===== config.mk =====
export PLATFORM = sky130hd
export DESIGN_NAME = count_tracker
export DESIGN_NICKNAME = d
export VERILOG_FILES = /design/src/rtl/count_tracker_pkg.sv /design/src/rtl/count_delta.sv /design/src/rtl/count_tracker.sv
export SDC_FILE = /design/constraint.sdc
export NUM_CORES = 1
export LEC_CHECK = 0
export CORE_MARGIN = 2
export CORE_UTILIZATION = 53
export DETAILED_ROUTE_END_ITERATION = 6
export PLACE_DENSITY = 0.89
export SLEW_MARGIN = 15
export SYNTH_ARGS = -nofsm -noshare
export SYNTH_HDL_FRONTEND = slang
export SYNTH_HIERARCHICAL = 1
export SYNTH_SLANG_ARGS = --single-unit

===== constraint.sdc =====
create_clock -name clock -period 3.9 [get_ports clock]
set_clock_uncertainty 0.1 [all_clocks]
set_input_delay 0.78 -clock clock [delete_from_list [all_inputs] [get_ports clock]]
set_output_delay 0.78 -clock clock [all_outputs]
set_load 0.05 [all_outputs]

===== src/rtl/count_tracker_pkg.sv =====
// Shared definitions for the count_tracker block: state encoding, delta classes,
// default widths.
package count_tracker_pkg;

  localparam int unsigned DefaultCw    = 6;
  localparam int unsigned DefaultStepw = 8;

  typedef enum logic [2:0] {
    StEmpty = 3'd0,
    StPrime = 3'd1,
    StUp    = 3'd2,
    StDown  = 3'd3,
    StFault = 3'd4
  } state_e;

  typedef enum logic [1:0] {
    DcZero,
    DcPlus,
    DcMinus,
    DcIllegal
  } delta_class_e;

  function automatic logic is_locked(input state_e s);
    return (s == StUp) || (s == StDown);
  endfunction

endpackage


===== src/rtl/count_delta.sv =====
// Modular difference between a new count sample and the previous one,
// classified as zero, +1, -1 or illegal, plus a flag for a legal step across zero.
module count_delta
  import count_tracker_pkg::*;
#(
  parameter int unsigned CW = DefaultCw
) (
  input  logic [CW-1:0] i_count,
  input  logic [CW-1:0] i_prev,
  output delta_class_e  o_class,
  output logic          o_wrap
);

  logic [CW-1:0] w_delta;

  assign w_delta = i_count - i_prev;

  always_comb begin
    o_class = DcIllegal;
    if (w_delta == '0) begin
      o_class = DcZero;
    end else if (w_delta == CW'(1)) begin
      o_class = DcPlus;
    end else if (w_delta == '1) begin
      o_class = DcMinus;
    end
  end

  // Up step landing on 0 came from all-ones; down step landing on all-ones came from 0.
  always_comb begin
    o_wrap = 1'b0;
    if (o_class == DcPlus && i_count == '0) begin
      o_wrap = 1'b1;
    end else if (o_class == DcMinus && i_count == '1) begin
      o_wrap = 1'b1;
    end
  end

endmodule


===== src/rtl/count_tracker.sv =====
// Observes samples of an up/down counter, infers its direction and reports wraps,
// reversals, illegal jumps and the current same-direction run length.
module count_tracker
  import count_tracker_pkg::*;
#(
  parameter int unsigned CW    = DefaultCw,
  parameter int unsigned STEPW = DefaultStepw
) (
  input  logic             clock,
  input  logic             rst,
  input  logic [CW-1:0]    count_in,
  input  logic             count_valid,
  output logic             dir_out,
  output logic             locked,
  output logic             wrap_pulse,
  output logic             rev_pulse,
  output logic             err_pulse,
  output logic [STEPW-1:0] step_cnt,
  output logic [2:0]       state
);

  state_e             r_state;
  logic [CW-1:0]      r_prev;
  logic               r_dir;
  logic               r_locked;
  logic               r_wrap;
  logic               r_rev;
  logic               r_err;
  logic [STEPW-1:0]   r_step;

  delta_class_e       w_class;
  logic               w_wrap;
  logic [STEPW-1:0]   w_step_inc;

  count_delta #(
    .CW(CW)
  ) u_count_delta (
    .i_count(count_in),
    .i_prev (r_prev),
    .o_class(w_class),
    .o_wrap (w_wrap)
  );

  assign w_step_inc = (r_step == '1) ? r_step : r_step + STEPW'(1);

  always_ff @(posedge clock) begin
    if (rst) begin
      r_state  <= StEmpty;
      r_prev   <= '0;
      r_dir    <= 1'b0;
      r_locked <= 1'b0;
      r_wrap   <= 1'b0;
      r_rev    <= 1'b0;
      r_err    <= 1'b0;
      r_step   <= '0;
    end else begin
      r_wrap <= 1'b0;
      r_rev  <= 1'b0;
      r_err  <= 1'b0;
      if (count_valid) begin
        r_prev <= count_in;
        unique case (r_state)
          StEmpty: begin
            r_state  <= StPrime;
            r_locked <= 1'b0;
          end
          StPrime: begin
            unique case (w_class)
              DcZero: ;
              DcPlus: begin
                r_state  <= StUp;
                r_dir    <= 1'b0;
                r_locked <= 1'b1;
                r_step   <= STEPW'(1);
                r_wrap   <= w_wrap;
              end
              DcMinus: begin
                r_state  <= StDown;
                r_dir    <= 1'b1;
                r_locked <= 1'b1;
                r_step   <= STEPW'(1);
                r_wrap   <= w_wrap;
              end
              default: begin
                r_state  <= StFault;
                r_locked <= 1'b0;
                r_err    <= 1'b1;
                r_step   <= '0;
              end
            endcase
          end
          StUp: begin
            unique case (w_class)
              DcZero: ;
              DcPlus: begin
                r_step <= w_step_inc;
                r_wrap <= w_wrap;
              end
              DcMinus: begin
                r_state <= StDown;
                r_dir   <= 1'b1;
                r_step  <= STEPW'(1);
                r_rev   <= 1'b1;
                r_wrap  <= w_wrap;
              end
              default: begin
                r_state  <= StFault;
                r_locked <= 1'b0;
                r_err    <= 1'b1;
                r_step   <= '0;
              end
            endcase
          end
          StDown: begin
            unique case (w_class)
              DcZero: ;
              DcMinus: begin
                r_step <= w_step_inc;
                r_wrap <= w_wrap;
              end
              DcPlus: begin
                r_state <= StUp;
                r_dir   <= 1'b0;
                r_step  <= STEPW'(1);
                r_rev   <= 1'b1;
                r_wrap  <= w_wrap;
              end
              default: begin
                r_state  <= StFault;
                r_locked <= 1'b0;
                r_err    <= 1'b1;
                r_step   <= '0;
              end
            endcase
          end
          StFault: begin
            // Resynchronise: this sample becomes the new reference.
            r_state  <= StPrime;
            r_locked <= 1'b0;
          end
          default: begin
            r_state  <= StEmpty;
            r_locked <= 1'b0;
          end
        endcase
      end
    end
  end

  assign dir_out    = r_dir;
  assign locked     = r_locked;
  assign wrap_pulse = r_wrap;
  assign rev_pulse  = r_rev;
  assign err_pulse  = r_err;
  assign step_cnt   = r_step;
  assign state      = r_state;

endmodule


==> results of run 1 <==
[worst register-to-register path, stage by stage, from the launching register on]
cell       delay [ns]
dfxtp_1          0.34
ha_1             0.21
fa_1             0.38
nand2b_1         0.17
a21oi_2          0.21
xor2_2           0.22
nor3_2           0.10
a2bb2oi_2        0.25
inv_2            0.11
ha_4             0.29
nand3b_1         0.15
a211oi_2         0.29
nand2_1          0.08
o32ai_1          0.20
[placed cells by master (no fill, tap or decap), drive strengths merged, types with 3 or more instances in the layout]
master	synthesis	routed
inv	14	14
mux2i	11	11
dfxtp	22	22
a21oi	13	13
nand3	3	3
nor2	17	17
xor2	3	3
clkbuf	3	4
nor3	14	14
a41oi	3	3
nand4	5	5
o21ai	7	7
a21o	3	3
ha	11	11
nor3b	3	3
buf	5	17
clkdlybuf4s50	0	24
nor4	3	3
nand2	10	10
nand2b	7	7
[area by class of cell]
type | instances | area, um2
Multi-Input combinational cell | 149 | 1130
Fill cell | 208 | 741
Sequential cell | 22 | 440
Timing Repair Buffer | 41 | 368
Inverter | 14 | 52.6
Tap cell | 31 | 38.8
Clock buffer | 4 | 36.3
[cell families (layout without fill, tap and decap cells)]
logic type,after synthesis,count (layout),synth area share (%)
muxes,11,11,6.90
adders and majority gates,12,12,9.87
buffers and inverters,22,59,6.27
xor gates and xnor gates,4,4,2.19
and+or+nand+nor,81,81,29.5
DFF,22,22,27.6
AOI/OAI and AO/OA,41,41,17.6
[Yosys cell counts, types with 2 or more instances]
cell and instances:
nor4b_1 2, nor4_1 2, nand3b_1 2, buf_2 2, o21ai_1 3, mux2i_1 11
ha_1 11, xor2_1 3, a21oi_1 12, a311oi_1 2, a21o_1 3, nor2b_1 2
a211oi_1 2, a41oi_1 3, o21ai_0 4, nand2_1 10, nand3_1 3, nor3_1 13
inv_1 13, nor2_1 16, and2_1 2, nand4_1 5, nand2b_1 6, and4_1 2
dfxtp_1 22, nor3b_1 3, clkbuf_1 3, or4_1 2, buf_4 2
[layer usage]
layer	part of all wire (%)	wire length (um)
met5	0	0
met4	1.4	57
met3	6.5	264
met2	46	1840
met1	46	1880
[per-stage QoR]
stage	power [W]	instance area (um2)	setup slack (ns)	util (%)	setup TNS, ns
3_3_place_gp	0.000413	1940	-0.224	69.2	-1.68
5_1_grt	0.000594	2060	-0.100	73.6	-0.589
2_1_floorplan	0.000366	1600	0.283	-	0
4_1_cts	0.000540	1980	0.0218	70.5	0
6_report	0.000567	2060	0.0397	73.6	0
3_5_place_dp	0.000416	1940	-0.301	69.2	-3.33
[timing repair]
action,CTS,global route
setup endpoints to repair,0,13
resized for setup,0,14
hold endpoints to repair,0,0
buffers inserted,0,2
hold buffers,0,0
[state kept, by name, summed over array words and instances, names as in the netlist]
register,cells
err_pulse,1
wrap_pulse,1
state,3
step_cnt,8
r_prev,6
dir_out,1
locked,1
rev_pulse,1
[worst max path at each step]
stage / cells past startpoint / from / to
4_1_cts: 15 / count_in[0] / step_cnt[1]$_SDFFE_PP0P_
3_5_place_dp: 14 / count_in[0] / step_cnt[1]$_SDFFE_PP0P_
2_1_floorplan: 14 / count_in[0] / step_cnt[1]$_SDFFE_PP0P_
5_1_grt: 15 / count_in[0] / step_cnt[2]$_SDFFE_PP0P_
6_report: 15 / count_in[0] / step_cnt[1]$_SDFFE_PP0P_
3_3_place_gp: 15 / count_in[0] / step_cnt[1]$_SDFFE_PP0P_
[power groups by stage]
stage          combinational (W)  sequential [W]  clock, W
2_1_floorplan           0.000107        0.000259         0
3_3_place_gp            0.000163        0.000249         0
3_5_place_dp            0.000166        0.000250         0
4_1_cts                 0.000167        0.000245  0.000129
5_1_grt                 0.000207        0.000247  0.000140
6_report                0.000192        0.000245  0.000130
==> results.yml, run 1 <==
outcome:
  outcome: "complete, but fails checks"
  violations: "DRC"
floorplanning:
  dieHeight_um: 58.9
  rows: 19
  ios: 25
  dieArea_mm2: 0.00347
  coreArea_mm2: 0.00281
  die_w_um: 58.9
  floorplan.initialDensity_pct: 56.9
grt:
  track_usage_pct: 22.0
  grt_max_degree: 15
  grt_use_met3_pct: 4.62
  grt_pass1_vias: 1435
  met2_usage_pct: 34.6
  use_met1_pct: 30.5
  grt_busiest_layer: "met2"
  grt.overflow.total: 0
  grt_pass1_wl_um: 6020
  antenna_found_initial: 0
clock_tree:
  cts_max_path_buffers: 2
  cts_inserted_buffers: 3
  cts_max_level: 1
  clk_latency_ns: 0.31
  cts_tree: "done"
  clkSlewWorstSetupHoldPaths_ns: 0.12
  cts.sinks: 22
  root_buffer: "clkbuf_4"
pwr:
  share_comb_of_total_power_pct: 33.9
  clockPowerShare_pct: 22.9
  p_leak_nw: 0.790
  pwr-share-seq_pct: 43.2
  power_switching_w: 0.000194
  irDropWorstVdd_mv: 0.202
  internal_power_w: 0.000373
  switching_share_pct: 34.2
  power_density_mw_per_mm2: 275
critical_path:
  r2r_cells: 13
  cp_max_fo: 3
  crit_buf_inv: 3
  critical_path.top_delay_family: "compound AO/OA/AOI/OAI gates"
  cp.required_ns: 4.04
  crit_path_start_kind: "input port"
  max_stage_delay_ns: 0.47
  ff2ff_setup_slack_ns: 0.72
  worstSetupPathType: "in2reg"
  crit_chain: "clkdlybuf4s50_1 -> inv_1 -> ha_1 -> fa_1 -> nand2b_1 -> a21oi_2 -> xor2_2 -> nor3_2 -> a2bb2oi_2 -> inv_2 -> ha_4 -> nand3b_1 -> a211oi_2 -> nand2_1 -> o32ai_1"
  reg2reg_from: "r_prev[0]$_SDFFE_PP0P_"
  cp_slowest_cell: "clkdlybuf4s50_1"
  worst_setup_path_end_kind: "flop"
  worstPathArrival_ns: 4.00
  worstReg2RegEnd: "step_cnt[1]$_SDFFE_PP0P_"
cells_and_area:
  syn2layout_area_growth_pct: 29.3
  drive_gt1_share_pct: 17.8
  fin_cells: 261
  nets: 252
  diodes: 0
synthesis:
  yosys.area.top_type: "dfxtp_1"
  syn_area_per_cell_um2: 8.27
  yosys_register_bits: 22
  syn-num-nets: 214
  yosysWarnings: 6
  synth.area.top_cells: "dfxtp_1 28%, ha_1 8.6%, mux2i_1 6.9%, nor3_1 4.1%, a21oi_1 3.8%"
  synth-main-ff-cell: "dfxtp_1"
  yosysTopAreaCellShare_pct: 27.6
  ys_seq_area_share_pct: 27.6
  synth-edff-count: 0
  synth_async_sr_flop_share_pct: 0
  netlist_instances: 193
  synth_area_mm2: 0.00160
  ys_types: 56
placement:
  gp_routability_congestion: 0.876
  port_buffers: 24
  hpwlAfterDp_um: 2760
  dpl.cell_count: 255
route:
  firstDrtPassIters: 6
  drc_errors: 1
  viasPerCell: 6.23
  routed_wl_um: 4040
  dr.first_iter.drc_count: 93
  wl_per_cell_um: 15.5
  postRouteAntennaNets: 0
  vias: 1626
timing:
  hold_ws_ns: 0.390
  slew_headroom_pct: 56.3
  fin_crit_sh_pct: 99.0
  worst_pin_slew_ns: 0.653
  fmax_mhz: 259
  hold_violations: 0
  fin_crit_ns: 3.86
  drv_slew: 0
  finalSetupViolations: 0
min_path:
  hold_start: "locked$_SDFFE_PP0P_"
  min_to: "locked$_SDFFE_PP0P_"
  hp-class: "reg2reg"
  whs_path_depth: 2
job:
  cap_violations: 0
No activity file was read; power rests on OpenSTA's default activity.
==> run 2: changes to the inputs <==
--- a/config.mk
+++ b/config.mk
@@ -9,7 +9,6 @@
 export CORE_UTILIZATION = 53
 export DETAILED_ROUTE_END_ITERATION = 6
 export PLACE_DENSITY = 0.89
-export SLEW_MARGIN = 15
 export SYNTH_ARGS = -nofsm -noshare
 export SYNTH_HDL_FRONTEND = slang
 export SYNTH_HIERARCHICAL = 1
==> results of run 2 <==
Final layout, timing and power as in run 1 (identical DEF).
